==> src/rtl/abs_multi_ch.sv <==
// -----------------------------------------------------------------------------
// abs_multi_ch
//
// Multi-channel bipolar stochastic absolute-value unit.
//
// Each channel keeps a small saturating up/down counter that follows the
// density of ones in its bipolar bitstream. When the counter sits in its lower
// half the stream is taken to be negative. That sign estimate is used to
// produce |x|, -|x| or x as an output bitstream. The unit also reports the
// current sign estimate and a one-cycle pulse whenever the estimate flips.
//
// Parameters
//   CH    number of independent channels
//   DEP   sign-counter width in bits (>= 2)
//   INIT  counter value after reset / clear (0 .. 2**DEP-1)
//   OREG  0: out/sign/out_valid are combinational
//         1: out/sign/out_valid are registered (one cycle of latency)
//
// Ports
//   clk        in   1     clock, rising edge
//   rst        in   1     asynchronous reset, active-high
//   value      in   CH    bipolar input bitstreams, one bit per channel
//   in_valid   in   CH    per-channel bit qualifier; counter moves only when 1
//   clr        in   CH    per-channel synchronous clear of the counter to INIT
//   mode       in   2     00 ABS, 01 NEG_ABS, 10 PASS, 11 treated as ABS
//   out        out  CH    result bitstreams
//   out_valid  out  CH    qualifier for out
//   sign       out  CH    1 = channel currently estimated negative
//   sign_chg   out  CH    one-cycle pulse after the sign estimate flips
// -----------------------------------------------------------------------------
module abs_multi_ch #(
  parameter int CH   = 4,
  parameter int DEP  = 3,
  parameter int INIT = 2 ** (DEP - 1),
  parameter int OREG = 0
) (
  input  logic          clk,
  input  logic          rst,
  input  logic [CH-1:0] value,
  input  logic [CH-1:0] in_valid,
  input  logic [CH-1:0] clr,
  input  logic [1:0]    mode,
  output logic [CH-1:0] out,
  output logic [CH-1:0] out_valid,
  output logic [CH-1:0] sign,
  output logic [CH-1:0] sign_chg
);

  // ---------------------------------------------------------------------------
  // Constants
  // ---------------------------------------------------------------------------
  localparam logic [DEP-1:0] L_INIT = DEP'(INIT);
  localparam logic [DEP-1:0] L_MAX  = '1;
  localparam logic [DEP-1:0] L_ZERO = '0;
  localparam logic [DEP-1:0] L_ONE  = DEP'(1);

  localparam logic [1:0] MODE_ABS     = 2'b00;
  localparam logic [1:0] MODE_NEG_ABS = 2'b01;
  localparam logic [1:0] MODE_PASS    = 2'b10;

  // ---------------------------------------------------------------------------
  // Per-channel state
  // ---------------------------------------------------------------------------
  logic [DEP-1:0] r_cnt      [CH];
  logic [DEP-1:0] w_cnt_next [CH];
  logic [CH-1:0]  r_sign_chg;

  logic [CH-1:0]  w_sign_c;
  logic [CH-1:0]  w_out_c;
  logic [CH-1:0]  w_msb_flip;

  // ---------------------------------------------------------------------------
  // Next-counter logic.
  // Priority is clr > in_valid > hold. The counter saturates at both ends
  // instead of wrapping: a wrap would flip the MSB and invert the sign
  // estimate on a long run of identical bits.
  // ---------------------------------------------------------------------------
  always_comb begin
    for (int i = 0; i < CH; i++) begin
      // NOTE: every combinational output gets a default before any branch;
      // a path that leaves it unassigned would infer a latch.
      w_cnt_next[i] = r_cnt[i];
      if (clr[i]) begin
        w_cnt_next[i] = L_INIT;
      end else if (in_valid[i]) begin
        if (value[i]) begin
          if (r_cnt[i] != L_MAX) begin
            w_cnt_next[i] = r_cnt[i] + L_ONE;
          end
        end else begin
          if (r_cnt[i] != L_ZERO) begin
            w_cnt_next[i] = r_cnt[i] - L_ONE;
          end
        end
      end
    end
  end

  // ---------------------------------------------------------------------------
  // Sign estimate and output bit, both taken from the pre-update counter so
  // the bit being processed is judged by the history before it.
  // ---------------------------------------------------------------------------
  always_comb begin
    for (int i = 0; i < CH; i++) begin
      w_sign_c[i]   = ~r_cnt[i][DEP-1];
      w_msb_flip[i] = w_cnt_next[i][DEP-1] ^ r_cnt[i][DEP-1];
      case (mode)
        MODE_NEG_ABS: w_out_c[i] = ~(value[i] ^ w_sign_c[i]);
        MODE_PASS:    w_out_c[i] = value[i];
        MODE_ABS:     w_out_c[i] = value[i] ^ w_sign_c[i];
        default:      w_out_c[i] = value[i] ^ w_sign_c[i];  // reserved code acts as ABS
      endcase
    end
  end

  // ---------------------------------------------------------------------------
  // Counter and sign-change registers.
  // The sign-change pulse compares the MSB being loaded with the current MSB,
  // so a clear that moves the counter across the midpoint pulses as well.
  // ---------------------------------------------------------------------------
  always_ff @(posedge clk or posedge rst) begin
    if (rst) begin
      // NOTE: the counters are per-channel state registers, not a memory, so
      // they are all reset; the stream restarts from INIT on every channel.
      for (int i = 0; i < CH; i++) begin
        r_cnt[i] <= L_INIT;
      end
      r_sign_chg <= '0;
    end else begin
      // NOTE: sequential state is assigned with <= so every register samples
      // the pre-edge values regardless of statement order.
      for (int i = 0; i < CH; i++) begin
        r_cnt[i] <= w_cnt_next[i];
      end
      r_sign_chg <= w_msb_flip;
    end
  end

  assign sign_chg = r_sign_chg;

  // ---------------------------------------------------------------------------
  // Output stage
  // ---------------------------------------------------------------------------
  generate
    if (OREG != 0) begin : g_oreg
      logic [CH-1:0] r_out;
      logic [CH-1:0] r_sign;
      logic [CH-1:0] r_out_valid;

      // out and sign only advance on qualified bits, so downstream logic sees
      // the last valid result held across in_valid gaps.
      always_ff @(posedge clk or posedge rst) begin
        if (rst) begin
          r_out       <= '0;
          r_sign      <= '0;
          r_out_valid <= '0;
        end else begin
          r_out_valid <= in_valid;
          for (int i = 0; i < CH; i++) begin
            if (in_valid[i]) begin
              r_out[i]  <= w_out_c[i];
              r_sign[i] <= w_sign_c[i];
            end
          end
        end
      end

      assign out       = r_out;
      assign sign      = r_sign;
      assign out_valid = r_out_valid;
    end else begin : g_comb
      assign out       = w_out_c;
      assign sign      = w_sign_c;
      assign out_valid = in_valid;
    end
  endgenerate

endmodule

==> config.mk <==
export PLATFORM = sky130hd
export DESIGN_NAME = abs_multi_ch
export DESIGN_NICKNAME = d
export VERILOG_FILES = /design/src/rtl/abs_multi_ch.sv
export SDC_FILE = /design/constraint.sdc
export NUM_CORES = 1
export LEC_CHECK = 0
export BUFFER_PORTS_ARGS = -buffer_cell sky130_fd_sc_hd__buf_2
export CAP_MARGIN = 20
export CORE_MARGIN = 2
export CORE_UTILIZATION = 54
export CTS_CLUSTER_SIZE = 30
export DETAILED_ROUTE_END_ITERATION = 12
export PLACE_DENSITY = 0.79
export RECOVER_POWER = 100
export SYNTH_ARGS = -nofsm -noshare
export SYNTH_HDL_FRONTEND = slang
export SYNTH_SLANG_ARGS = --single-unit
==> constraint.sdc <==
create_clock -name clk -period 2.3 [get_ports clk]
set_input_delay 0.46 -clock clk [delete_from_list [all_inputs] [get_ports clk]]
set_output_delay 0.46 -clock clk [all_outputs]
set_load 0.01 [all_outputs]
* After elaboration in Yosys (flattened, before gate mapping)
Cells that the tools add are included.
Cells by class: add/subtract/negate cells 8, equal/unequal tests 10, muxes and demuxes 24, bitwise logic cells 16, reduce and logical (&&, ||, !) cells 16
Operators with widths (count):
- 3-bit 2-to-1 mux | 20
- 3-bit nonzero test | 8
- 3-bit by 1-bit adder with 3-bit output (second input constant) | 4
- 3-bit by 1-bit inequality test with 1-bit output (second input constant) | 4
- 3-bit inequality test (second input constant) | 4
- 3-bit AND reduction | 4
- 3-bit by 1-bit subtractor with 3-bit output (second input constant) | 4
- 1-bit NOT | 8
- 1-bit case mux with 2 select lines | 4
- 2-bit nonzero test | 4
- 1-bit bitwise XOR | 8
- 2-bit by 1-bit == test with 1-bit output (second input constant) | 1
- 2-bit == test (second input constant) | 1
Word-level totals: register bits after elaboration 16, bits of input ports 16, output and inout bits 16, logic and storage cells 83

* Longest topological paths before layout
word-level depth 6, gate-level depth with buffers 7, gate-level depth less buffers 7

* Worst setup path after synthesis
Ideal clock, no wire load.
path type input -> output, from in mode[0], to out out[2], arrival 1186 ps, required time 1840 ps, path slack 654 ps, cell stages on the path 5, buffers on the path 0, cell sequence inv_1 -> ha_1 -> inv_1 -> nor2_1 -> a31oi_1
Between the ends: word-level cells in the longest chain between the ends 2, elaborated cells between the ends (all ways) 3, classes of those cells eq/ne: 2; mux: 1
RTL lines:
- from (decl) | RTL line 42 | input logic [1:0] mode,
- 2-bit == test or 2-bit by 1-bit == test with 1-bit output (tied branches) | RTL line 107 | case (mode)
- 1-bit case mux with 2 select lines * | RTL line 107
- to (decl) | RTL line 43 | output logic [CH-1:0] out,
Every way passes the cells marked *; elsewhere a longest branch is shown, timed or not.

* Final worst setup path
from reg r_cnt[11] (netlist name), to out out[0]
Between the ends: word-level cells in the longest chain between the ends 4
RTL lines:
- from (decl) | RTL line 64 | logic [DEP-1:0] r_cnt [CH];
- from (signal, indexed assignment) | RTL line 133 | r_cnt[i] <= w_cnt_next[i];
- 1-bit NOT * | RTL line 105 | w_sign_c[i] = ~r_cnt[i][DEP-1];
- 1-bit bitwise XOR * | RTL line 108, 110, 111
- 1-bit NOT | RTL line 108 | MODE_NEG_ABS: w_out_c[i] = ~(value[i] ^ w_sign_c[i]);
- 1-bit case mux with 2 select lines * | RTL line 107
Marked as above.

==> summary.md <==
| Metric | Value |
|---|---|
| Pwr Total | `0.792 mW` |
| Clk root buf | `clkbuf_4` |
| Resized cells post-CTS | `0` |
| Clk_skew | `0.00174 ns` |
| Slowest stage delay, CP | `0.69 ns` |
| CTS clk-pin slew, worst paths | `0.10 ns` |
| Slowest CP cell | `dfstp_1` |
| Number of flops mapped to enable cells by yosys | `0` |
| Dpl ws | `0.359 ns` |
| Sequential Power Share | `41.8%` |
| Ys async rst share | `100%` |
| Remaining DRCs | `0` |
| Pre-Repair DR Iteration Count | `5` |
| Vias in the first global route | `1,087` |
| H-tree levels | `1` |
| Crit Path Max Fanout | `9` |
| Outcome | `finished clean` |
| Final ANT Viol Nets | `0` |
| CP startpoint kind | `register` |
| Die height | `about 56 um` |
| Critical path class | `reg -> out` |
| CP Capture Type | `primary output` |
| Slew Limit Fails | `0` |
| Crit path buf inv count | `1` |
| Final Hold Vio Count | `0` |
| Setup violators final | `0` |
| Synth Flop Type | `dfrtp_1` |
| Fmax | `482 MHz` |
| Hpwl dp | `2.30 mm` |
| Worst EP required | `1.84 ns` |
| Post-Syn Instances | `158` |
| Internal power | `0.525 mW` |
| Nets | `217` |
| Clock Power Share | `between 20% and 30%` |
| DR iter-0 viols | `65` |
| Crit path cell chain | `xor2_1 -> a221oi_1 -> a21oi_1 -> clkbuf_1` |
| RSZ-0062 raised after global routing | `false` |
| MaxCap Viol Count | `0` |
| Synth Warn # | `0` |
| Core area | `2520 sq um` |
| Die X | `about 56 um` |
| CP Launch Point | `r_cnt[11]$_DFF_PP1_` |
| Total CTS buffers | `3` |
| P&R area growth vs syn | `9.91%` |
| Cell Area, Synth | `about 1500 sq um` |
| Worst setup margin | `roughly 0.23 ns` |
| Seq/Total Area, Yosys | `27.9%` |
| Clk_lat worst skew | `0.30 ns` |
| Worst min-delay path category | `in -> async` |
| Pleak | `0.783 nW` |
| Wire length per cell | `approximately 14 um` |
| Comb power frac | `33.5%` |
| Setup tns final | `0 ns` |
| Starting density of the core | `57.5%` |
| Placer Congestion | `slightly above 0.8` |
| Initial antenna violation count | `0` |
| Final core occ | `63.2%` |
| Total vias in the final route | `1,223` |
| PwrDens | `496 nW/um^2` |
| Largest net degree at the start of global routing | `17` |
| Slew @ Worst Pin | `about 0.63 ns` |
| Proportion of layout cells with a drive suffix above 1 | `roughly a fifth` |
| Slew headroom | `between 50% and 60%` |
| Antenna diodes | `0` |
| Synth cell types | `42` |
| Fillers | `232` |
| Ports | `32` |
| Syn Area/Cell | `roughly 9 sq um` |
| Min Tclk post-route | `2.07 ns` |
| TritonCTS clock tree | `yes` |
| Sink Count | `16` |
| DIE AREA | `3120 sq um` |
| Syn Nets | `about 190` |
| Total gr overflow | `0` |
| Critical path arrival | `about 1.6 ns` |
| Vias per cell | `between 5 and 6` |
| Post-synth top area cell | `dfrtp_1` |
| VDD IR max | `0.000311 V` |
| Post-synth top area share | `20.7%` |
| CP top delay family | `flip-flops` |
| First-pass GRT wire length | `4.82 mm` |
| Reg-to-Reg Start | `r_cnt[8]$_DFF_PP1_` |
| Switching share of power | `33.7%` |
| Row cnt | `18` |
| Area contributors post-synth | `dfrtp_1 21%, ha_1 16%, dfstp_2 7.2%` |
| Postcts setup bufs | `0` |
| CTS Buffer Depth | `2` |
| Period utilization | `90.2%` |
| Synthesized flop and latch total | `16` |
| NetSw | `about 0.27 mW` |
| DRT Wirelength | `2.97 mm` |
| Count of port buffers added during placement | `31` |
| All-Layer GR Usage | `about 19%` |
| Cts hold-fix bufs | `0` |
==> synth_stat cells (4+ instances only) <==
cell type,instances
buf_4,4
a21oi_1,13
nor3b_1,4
dfstp_2,4
inv_1,23
nand2b_1,8
dfrtp_1,12
o21bai_1,4
buf_2,4
mux2_2,4
o21ai_0,6
mux2i_1,5
ha_1,18
==> stage by stage <==
stage | std cells | hold slack [ns] | cell area (sq um)
after global placement | 208 | 0.567 | 1580
after CTS | 212 | 0.251 | 1610
after detailed placement | 208 | 0.572 | 1580
final | 212 | 0.223 | 1600
after global routing | 212 | 0.279 | 1600
after floorplan | 158 | 0.371 | 1450
==> registers in the layout (all words and copies together), names as in the netlist <==
signal    cells
sign_chg      4
r_cnt        12
==> worst paths after layout <==
check / endpoint / cells past startpoint / slack [ns]
max: out[0] / 4 / 0.23
min: r_cnt[6]$_DFFE_PP0P_ / 2 / 0.22
max reg2reg: r_cnt[6]$_DFFE_PP0P_ / 5 / 0.50
min reg2reg: r_cnt[6]$_DFFE_PP0P_ / 2 / 0.60
max in group asynchronous: sign_chg[0]$_DFF_PP0_ / 2 / 1.67
min in group clk: r_cnt[6]$_DFFE_PP0P_ / 2 / 0.38
==> placed cells by master (no fill, tap or decap), types with 4 or more instances in the layout <==
cell       n
clkbuf_1  13
buf_2     18
inv_1     23
nand2b_1   8
o21bai_1   4
ha_1      18
dfrtp_1   12
a21oi_1   13
mux2i_1    5
nor3b_1    4
mux2_2     4
dfstp_1    4
o21ai_0    6
==> worst reg2reg max path: stages (launching register included) <==
cell	delay, ns
dfstp_1	0.66
inv_1	0.12
ha_1	0.21
and2b_4	0.17
or4_1	0.40
a21oi_1	0.17
==> logic make-up after synthesis <==
kind of cell    Yosys count  synth area share (%)
simple gates             37                  17.8
fa+ha+maj                18                  15.5
buf+inv                  34                  10.7
mux                       9                  6.55
compound gates           40                  19.1
xor+xnor                  4                  2.41
flops                    16                  27.9
==> power groups by stage <==
stage               clock network, mW  registers, mW  logic, mW
floorplan                           0          0.332      0.201
global route                    0.212          0.335      0.295
CTS                             0.194          0.332      0.272
global placement                    0          0.336      0.256
finish                          0.196          0.331      0.265
detailed placement                  0          0.338      0.271
==> area by class of cell <==
class                      instances  area (sq um)  area share [%]
timing repair buffer              31           139            8.71
multi-input combinational        108           891            55.8
inverter                          23          86.3            5.41
clock buffer                       4          36.3            2.27
tap                               30          37.5            2.35
sequential                        16           405            25.4
==> per-layer routing <==
layer / track usage, % / vias to the layer above / part of all wire, %
met2: 33.3 / 32 / 50
met5: 0 / - / 0
met1: 23.7 / 580 / 44
met4: 8.50 / 0 / 1.5
li1: - / 606 / -
met3: 3.26 / 5 / 4.2
Power figures use the tool's default switching activity.
